==> src/rtl/butterfly_twiddle_pipe.sv <==
// Radix-2 DIT butterfly with twiddle multiply: x0 = a + b*W, x1 = a - b*W.
// Four-stage pipeline under one global enable; trivial twiddles bypass the multiplier.
module butterfly_twiddle_pipe #(
  parameter int LOG2N     = 6,
  parameter int DW        = 16,
  parameter int TW_W      = 17,
  parameter int OUT_GROW  = 0,
  parameter int USE_ROUND = 1
) (
  input  logic                         clk,
  input  logic                         rst_n,
  input  logic                         in_valid,
  output logic                         in_ready,
  input  logic signed [DW-1:0]         in_a_i,
  input  logic signed [DW-1:0]         in_a_q,
  input  logic signed [DW-1:0]         in_b_i,
  input  logic signed [DW-1:0]         in_b_q,
  input  logic [LOG2N-2:0]             in_k,
  input  logic                         in_inv,
  input  logic                         in_scale,
  output logic                         out_valid,
  input  logic                         out_ready,
  output logic signed [DW+OUT_GROW-1:0] out_x0_i,
  output logic signed [DW+OUT_GROW-1:0] out_x0_q,
  output logic signed [DW+OUT_GROW-1:0] out_x1_i,
  output logic signed [DW+OUT_GROW-1:0] out_x1_q,
  output logic                         out_sat,
  output logic                         sat_sticky,
  input  logic                         sat_clr
);

  localparam int N    = 1 << LOG2N;
  localparam int HALF = N / 2;
  localparam int KW   = LOG2N - 1;
  localparam int PW   = DW + TW_W;
  localparam int SW   = PW + 1;
  localparam int SH   = TW_W - 2;
  localparam int BW   = DW + 1;
  localparam int AW   = DW + 2;
  localparam int OW   = DW + OUT_GROW;

  localparam logic [KW-1:0]        K_Q   = KW'(N / 4);
  localparam logic signed [SW-1:0] RND_M = (USE_ROUND != 0) ? SW'(1 << (SH - 1)) : SW'(0);
  localparam logic signed [AW-1:0] RND_S = (USE_ROUND != 0) ? AW'(1) : AW'(0);
  localparam logic signed [AW-1:0] OMAX  = AW'((1 << (OW - 1)) - 1);
  localparam logic signed [AW-1:0] OMIN  = AW'(-(1 << (OW - 1)));

  typedef struct packed {
    logic signed [DW-1:0] ai;
    logic signed [DW-1:0] aq;
    logic signed [DW-1:0] bi;
    logic signed [DW-1:0] bq;
    logic                 inv;
    logic                 scale;
    logic                 k0;
    logic                 kq;
  } s_ctl_t;

  // Quarter-wave Taylor series evaluated at elaboration; second quadrant by symmetry.
  function automatic logic signed [TW_W-1:0] tw_val(input int k, input bit want_sin);
    real x, term, c, s, v;
    int  kk, r;
    kk   = (k > N / 4) ? HALF - k : k;
    x    = 6.283185307179586 * real'(kk) / real'(N);
    term = 1.0;
    c    = 0.0;
    s    = 0.0;
    for (int n = 0; n < 24; n++) begin
      if (n > 0) term = term * x / real'(n);
      case (n % 4)
        0:       c = c + term;
        1:       s = s + term;
        2:       c = c - term;
        default: s = s - term;
      endcase
    end
    if (k > N / 4) c = -c;
    v = (want_sin ? s : c) * real'(1 << SH);
    r = (v >= 0.0) ? $rtoi(v + 0.5) : -$rtoi(0.5 - v);
    return TW_W'(r);
  endfunction

  function automatic logic [OW:0] sat_f(input logic signed [AW-1:0] v);
    if (v > OMAX)      return {1'b1, OMAX[OW-1:0]};
    else if (v < OMIN) return {1'b1, OMIN[OW-1:0]};
    else               return {1'b0, v[OW-1:0]};
  endfunction

  logic signed [TW_W-1:0] cos_tab [HALF];
  logic signed [TW_W-1:0] sin_tab [HALF];

  for (genvar g = 0; g < HALF; g++) begin : g_tw
    localparam logic signed [TW_W-1:0] C = tw_val(g, 1'b0);
    localparam logic signed [TW_W-1:0] S = tw_val(g, 1'b1);
    assign cos_tab[g] = C;
    assign sin_tab[g] = S;
  end

  logic                   ce;
  logic [4:1]             vld_pipe_q;
  s_ctl_t                 s1_d, s1_q, s2_q;
  logic signed [TW_W-1:0] cos_q, sin_q;
  logic signed [PW-1:0]   pci_d, psi_d, pcq_d, psq_d;
  logic signed [PW-1:0]   pci_q, psi_q, pcq_q, psq_q;
  logic signed [BW-1:0]   bwi_d, bwq_d, bwi_q, bwq_q;
  logic signed [DW-1:0]   s3_ai_q, s3_aq_q;
  logic                   s3_scale_q;
  logic signed [AW-1:0]   s4_sum [4];
  logic [OW:0]            s4_sat [4];
  logic                   sat_any;
  logic signed [OW-1:0]   x_q [4];
  logic                   out_sat_q, sat_sticky_q;

  assign ce       = !vld_pipe_q[4] || out_ready;
  assign in_ready = ce;

  always_comb begin
    s1_d       = '0;
    s1_d.ai    = in_a_i;
    s1_d.aq    = in_a_q;
    s1_d.bi    = in_b_i;
    s1_d.bq    = in_b_q;
    s1_d.inv   = in_inv;
    s1_d.scale = in_scale;
    s1_d.k0    = (in_k == '0);
    s1_d.kq    = (in_k == K_Q);
  end

  always_comb begin
    pci_d = PW'($signed(s1_q.bi)) * PW'(cos_q);
    psi_d = PW'($signed(s1_q.bi)) * PW'(sin_q);
    pcq_d = PW'($signed(s1_q.bq)) * PW'(cos_q);
    psq_d = PW'($signed(s1_q.bq)) * PW'(sin_q);
  end

  always_comb begin
    logic signed [SW-1:0] ti, tq;
    logic signed [BW-1:0] bi_x, bq_x;
    bi_x = BW'($signed(s2_q.bi));
    bq_x = BW'($signed(s2_q.bq));
    // Inverse twiddle is the conjugate: the sin terms flip sign.
    if (!s2_q.inv) begin
      ti = SW'(pci_q) + SW'(psq_q);
      tq = SW'(pcq_q) - SW'(psi_q);
    end else begin
      ti = SW'(pci_q) - SW'(psq_q);
      tq = SW'(pcq_q) + SW'(psi_q);
    end
    bwi_d = BW'((ti + RND_M) >>> SH);
    bwq_d = BW'((tq + RND_M) >>> SH);
    if (s2_q.k0) begin
      bwi_d = bi_x;
      bwq_d = bq_x;
    end else if (s2_q.kq) begin
      bwi_d = s2_q.inv ? -bq_x : bq_x;
      bwq_d = s2_q.inv ? bi_x  : -bi_x;
    end
  end

  always_comb begin
    s4_sum[0] = AW'(s3_ai_q) + AW'(bwi_q);
    s4_sum[1] = AW'(s3_aq_q) + AW'(bwq_q);
    s4_sum[2] = AW'(s3_ai_q) - AW'(bwi_q);
    s4_sum[3] = AW'(s3_aq_q) - AW'(bwq_q);
    for (int j = 0; j < 4; j++) begin
      if (s3_scale_q) s4_sum[j] = (s4_sum[j] + RND_S) >>> 1;
      s4_sat[j] = sat_f(s4_sum[j]);
    end
    sat_any = s4_sat[0][OW] | s4_sat[1][OW] | s4_sat[2][OW] | s4_sat[3][OW];
  end

  always_ff @(posedge clk or negedge rst_n) begin
    if (!rst_n) begin
      vld_pipe_q   <= '0;
      s1_q         <= '0;
      s2_q         <= '0;
      cos_q        <= '0;
      sin_q        <= '0;
      pci_q        <= '0;
      psi_q        <= '0;
      pcq_q        <= '0;
      psq_q        <= '0;
      bwi_q        <= '0;
      bwq_q        <= '0;
      s3_ai_q      <= '0;
      s3_aq_q      <= '0;
      s3_scale_q   <= 1'b0;
      x_q          <= '{default: '0};
      out_sat_q    <= 1'b0;
      sat_sticky_q <= 1'b0;
    end else begin
      if (ce) begin
        vld_pipe_q <= {vld_pipe_q[3:1], in_valid};
        s1_q       <= s1_d;
        cos_q      <= cos_tab[in_k];
        sin_q      <= sin_tab[in_k];
        s2_q       <= s1_q;
        pci_q      <= pci_d;
        psi_q      <= psi_d;
        pcq_q      <= pcq_d;
        psq_q      <= psq_d;
        bwi_q      <= bwi_d;
        bwq_q      <= bwq_d;
        s3_ai_q    <= s2_q.ai;
        s3_aq_q    <= s2_q.aq;
        s3_scale_q <= s2_q.scale;
        for (int j = 0; j < 4; j++) x_q[j] <= s4_sat[j][OW-1:0];
        out_sat_q  <= vld_pipe_q[3] & sat_any;
      end
      // A saturating result landing this cycle beats a simultaneous clear.
      if (ce && vld_pipe_q[3] && sat_any) sat_sticky_q <= 1'b1;
      else if (sat_clr)                   sat_sticky_q <= 1'b0;
    end
  end

  assign out_valid  = vld_pipe_q[4];
  assign out_x0_i   = x_q[0];
  assign out_x0_q   = x_q[1];
  assign out_x1_i   = x_q[2];
  assign out_x1_q   = x_q[3];
  assign out_sat    = out_sat_q;
  assign sat_sticky = sat_sticky_q;

endmodule

==> config.mk <==
export PLATFORM = sky130hd
export DESIGN_NAME = butterfly_twiddle_pipe
export DESIGN_NICKNAME = d
export VERILOG_FILES = /design/src/rtl/butterfly_twiddle_pipe.sv
export SDC_FILE = /design/constraint.sdc
export NUM_CORES = 2
export LEC_CHECK = 0
export ABC_AREA = 0
export CAP_MARGIN = 40
export CORE_ASPECT_RATIO = 1.5
export CORE_MARGIN = 5
export CORE_UTILIZATION = 71
export CTS_BUF_LIST = sky130_fd_sc_hd__clkbuf_4
export DETAILED_ROUTE_END_ITERATION = 10
export PLACE_DENSITY = 0.86
export SYNTH_ARGS = -nofsm -noshare
export SYNTH_HDL_FRONTEND = slang
export SYNTH_SLANG_ARGS = --single-unit
==> constraint.sdc <==
create_clock -name clk -period 17.2 [get_ports clk]
set_input_delay 3.44 -clock clk [delete_from_list [all_inputs] [get_ports clk]]
set_output_delay 3.44 -clock clk [all_outputs]
set_load 0.05 [all_outputs]
==> summary.txt <==
HP Class -> reg -> reg
Cts hold-fix bufs -> 0
Final setup violation count -> 0
Post-synth top area share -> 28.19%
Initial antenna violation count -> 10
Multi-input gate area -> 49060 um^2
Synthesized cell area -> 66190 um^2
Clock slew at reported path FFs -> 0.07 ns
Skew-Pair Late Insertion Delay -> 1.06 ns
Port Buf Inserts -> 143
HPWL Detailed -> 138300 um
Slowest stage cell, crit path -> clkdlybuf4s50_1
Worst EP required -> 13.76 ns
CTS resizes -> 0
Critical Path Fanout Max -> 105
Largest net degree at the start of global routing -> 225
Post-synth EDFFs -> 0
CTS tree -> built
Minimum clock period -> 8.928 ns
Fill cell count -> 6565
CP delay by family, top -> buffers and inverters
Total Routing Usage GR -> 37.32%
Drt drc -> 0
Number of global-route vias before repair -> 58.62k
Starting Density -> 71.37%
Antenna-violating nets left -> 0
Post-CTS Setup Bufs -> 0
Largest stage delay on the critical path -> 0.81 ns
Min setup slack post-route -> 8.272 ns
Kind of critical path -> in -> out
Num CTS Buffers -> 111
Critical path launch point type -> input pin
Post-synthesis cell type count -> 95
Die Width -> 259.3 um
# clock sinks -> 434
Tightest Pin Transition -> 1.043 ns
H-tree Lvls -> 3
First-pass GRT wire length -> 296600 um
Row count -> 137
Post-synthesis register bit count -> 434
Run status -> completed
Cell mode on critical path -> clkdlybuf4s50_1
Dpl ws -> 8.304 ns
Core region area -> 92740 um^2
Mapped Cells -> 7885
Top cells by count, synth -> nand2_1 (1395), inv_1 (1244), fa_1 (932)
Final period utilization -> 51.90%
Layout cell share with drive strength beyond 1 -> 4.285%
Maximum clock frequency -> 112.0 MHz
# IOs -> 144
Chip Height -> 383.9 um
Slew Limit Headroom -> 30.50%
FF+latch area -> 10880 um^2
WP buf/inv -> 3
GRT Residual Overflow -> 0
WL final -> 182300 um
Routed len/inst -> 19.88 um
Full die area -> 99550 um^2
RSZ-0062 raised after global routing -> false
Top FF cell, synth -> dfrtp_1
Worst setup EP type -> output pin
Most common cell in the netlist -> nand2_1
Fin. Hold Viols -> 0
Area Overhead vs Synth -> 5.911%
Pre-Repair DR Iteration Count -> 8
Avg Cell Area, Syn -> 8.394 um^2
RePlAce Congestion -> 0.9712
Crit-path cells -> clkdlybuf4s50_1 > nor2b_4 > inv_8 > clkdlybuf4s50_1
Final Skew -> 0.07442 ns
Arrival time worst endpoint -> 5.49 ns
Slew Viols, Final -> 0
CTS root buf -> clkbuf_4
MaxCap Viol Count -> 0
Routed vias/inst -> 6.092
Synth area leaders -> fa_1 (28%), dfrtp_1 (16%), ha_1 (10%), nand2_1 (7.9%), inv_1 (7.1%)
Clk buf depth -> 3
Post-synth ARST share -> 100.0%
Syn nets -> 9436
Via count -> 55.88k
Dominant cell type by area after synthesis -> fa_1
Nets -> 9366
Yosys warns -> 0
TNS Setup -> 0 ns
Sequential share of the synthesized area -> 16.41%
Starting DRT DRC Count -> 4313
-- state kept, by name (all words and copies together) (netlist names), 4 cells and up --
register	cells
s1_q	68
sin_q	16
pci_q	32
s3_ai_q	16
out_x0_i	16
out_x1_q	16
cos_q	17
out_x1_i	16
bwi_q	17
psq_q	32
psi_q	32
pcq_q	32
out_x0_q	16
s3_aq_q	16
vld_pipe_q	4
s2_q	68
bwq_q	17
-- path summary, 6_finish.rpt --
path                                       to           from  depth (start not counted)  slack [ns]
worst max-delay path                 in_ready      out_ready                          4        8.27
worst min-delay path            vld_pipe_q[2]  vld_pipe_q[2]                          2        0.47
worst max register to register      pcq_q[29]       s1_q[11]                         24        9.40
worst min register to register  vld_pipe_q[2]  vld_pipe_q[2]                          2        0.47
max in group asynchronous            s1_q[24]          rst_n                          3       12.56
min in group asynchronous         out_x1_q[0]          rst_n                          1        2.49
-- kinds of logic after synthesis --
kind of cell               after synthesis  share of synthesized area, %
AOI/OAI and AO/OA                     1225                         11.94
buffers and inverters                 1669                         9.486
xor gates and xnor gates               338                         4.505
and+or+nand+nor                       2715                         18.75
muxes                                   29                        0.4499
adders and majority gates             1475                         38.46
DFF                                    434                         16.41
-- worst register-to-register path, stage by stage, from the launching register on --
cell	delay [ns]
dfrtp_1	0.82
buf_4	0.38
nand2_1	0.13
fa_1	0.54
inv_1	0.05
fa_1	0.51
inv_1	0.06
fa_1	0.53
inv_1	0.05
fa_1	0.47
inv_1	0.06
fa_1	0.45
fa_1	0.49
inv_1	0.04
ha_1	0.36
a21o_1	0.19
a21oi_1	0.18
nor2b_1	0.10
or3_1	0.50
a221o_1	0.41
a311oi_1	0.64
o2111ai_1	0.21
a21oi_1	0.20
xor2_1	0.19
o21ai_0	0.11
-- cell usage in the layout (no fill, tap or decap), drive strengths merged, types with 88 or more instances in the layout --
cell type / instances
nand2: 1395
inv: 1248
fa: 932
ha: 543
dfrtp: 434
nor2: 405
and2: 386
a21oi: 341
o21ai: 257
xnor2: 219
clkbuf: 141
clkdlybuf4s50: 140
xor2: 118
nor3: 99
buf: 97
nand2b: 90
a21o: 89
nand3: 88
-- stage by stage --
| step | utilization (%) | hold slack (ns) | instances | cell area [um^2] |
|---|---|---|---|---|
| floorplan | - | 0.4300 | 7885 | 66190 |
| global placement | 73.61 | 0.4487 | 8939 | 68260 |
| detailed placement | 73.87 | 0.4552 | 8953 | 68500 |
| CTS | 75.57 | 0.4720 | 9163 | 70080 |
| global route | 75.58 | 0.4927 | 9168 | 70090 |
| finish | 75.59 | 0.4677 | 9172 | 70100 |
-- metal layers --
layer  GRT usage (%)  routed length, um
met1           41.15              61300
met2           63.20              88380
met3           6.634              13940
met4           29.88              18700
met5               0                  0
-- layout make-up --
| cell class | instances | share of cell area (%) |
|---|---|---|
| multi-input cells | 5782 | 69.99 |
| well taps | 1251 | 2.233 |
| clock buffers | 141 | 1.510 |
| clock inverters | 69 | 0.7318 |
| diodes | 9 | 0.03213 |
| repair buffers | 237 | 3.288 |
| flip-flops and latches | 434 | 15.52 |
| inverters | 1249 | 6.699 |
Power is not shown: default switching activity piles up to over one toggle a cycle in this logic, so the estimate is an artifact.
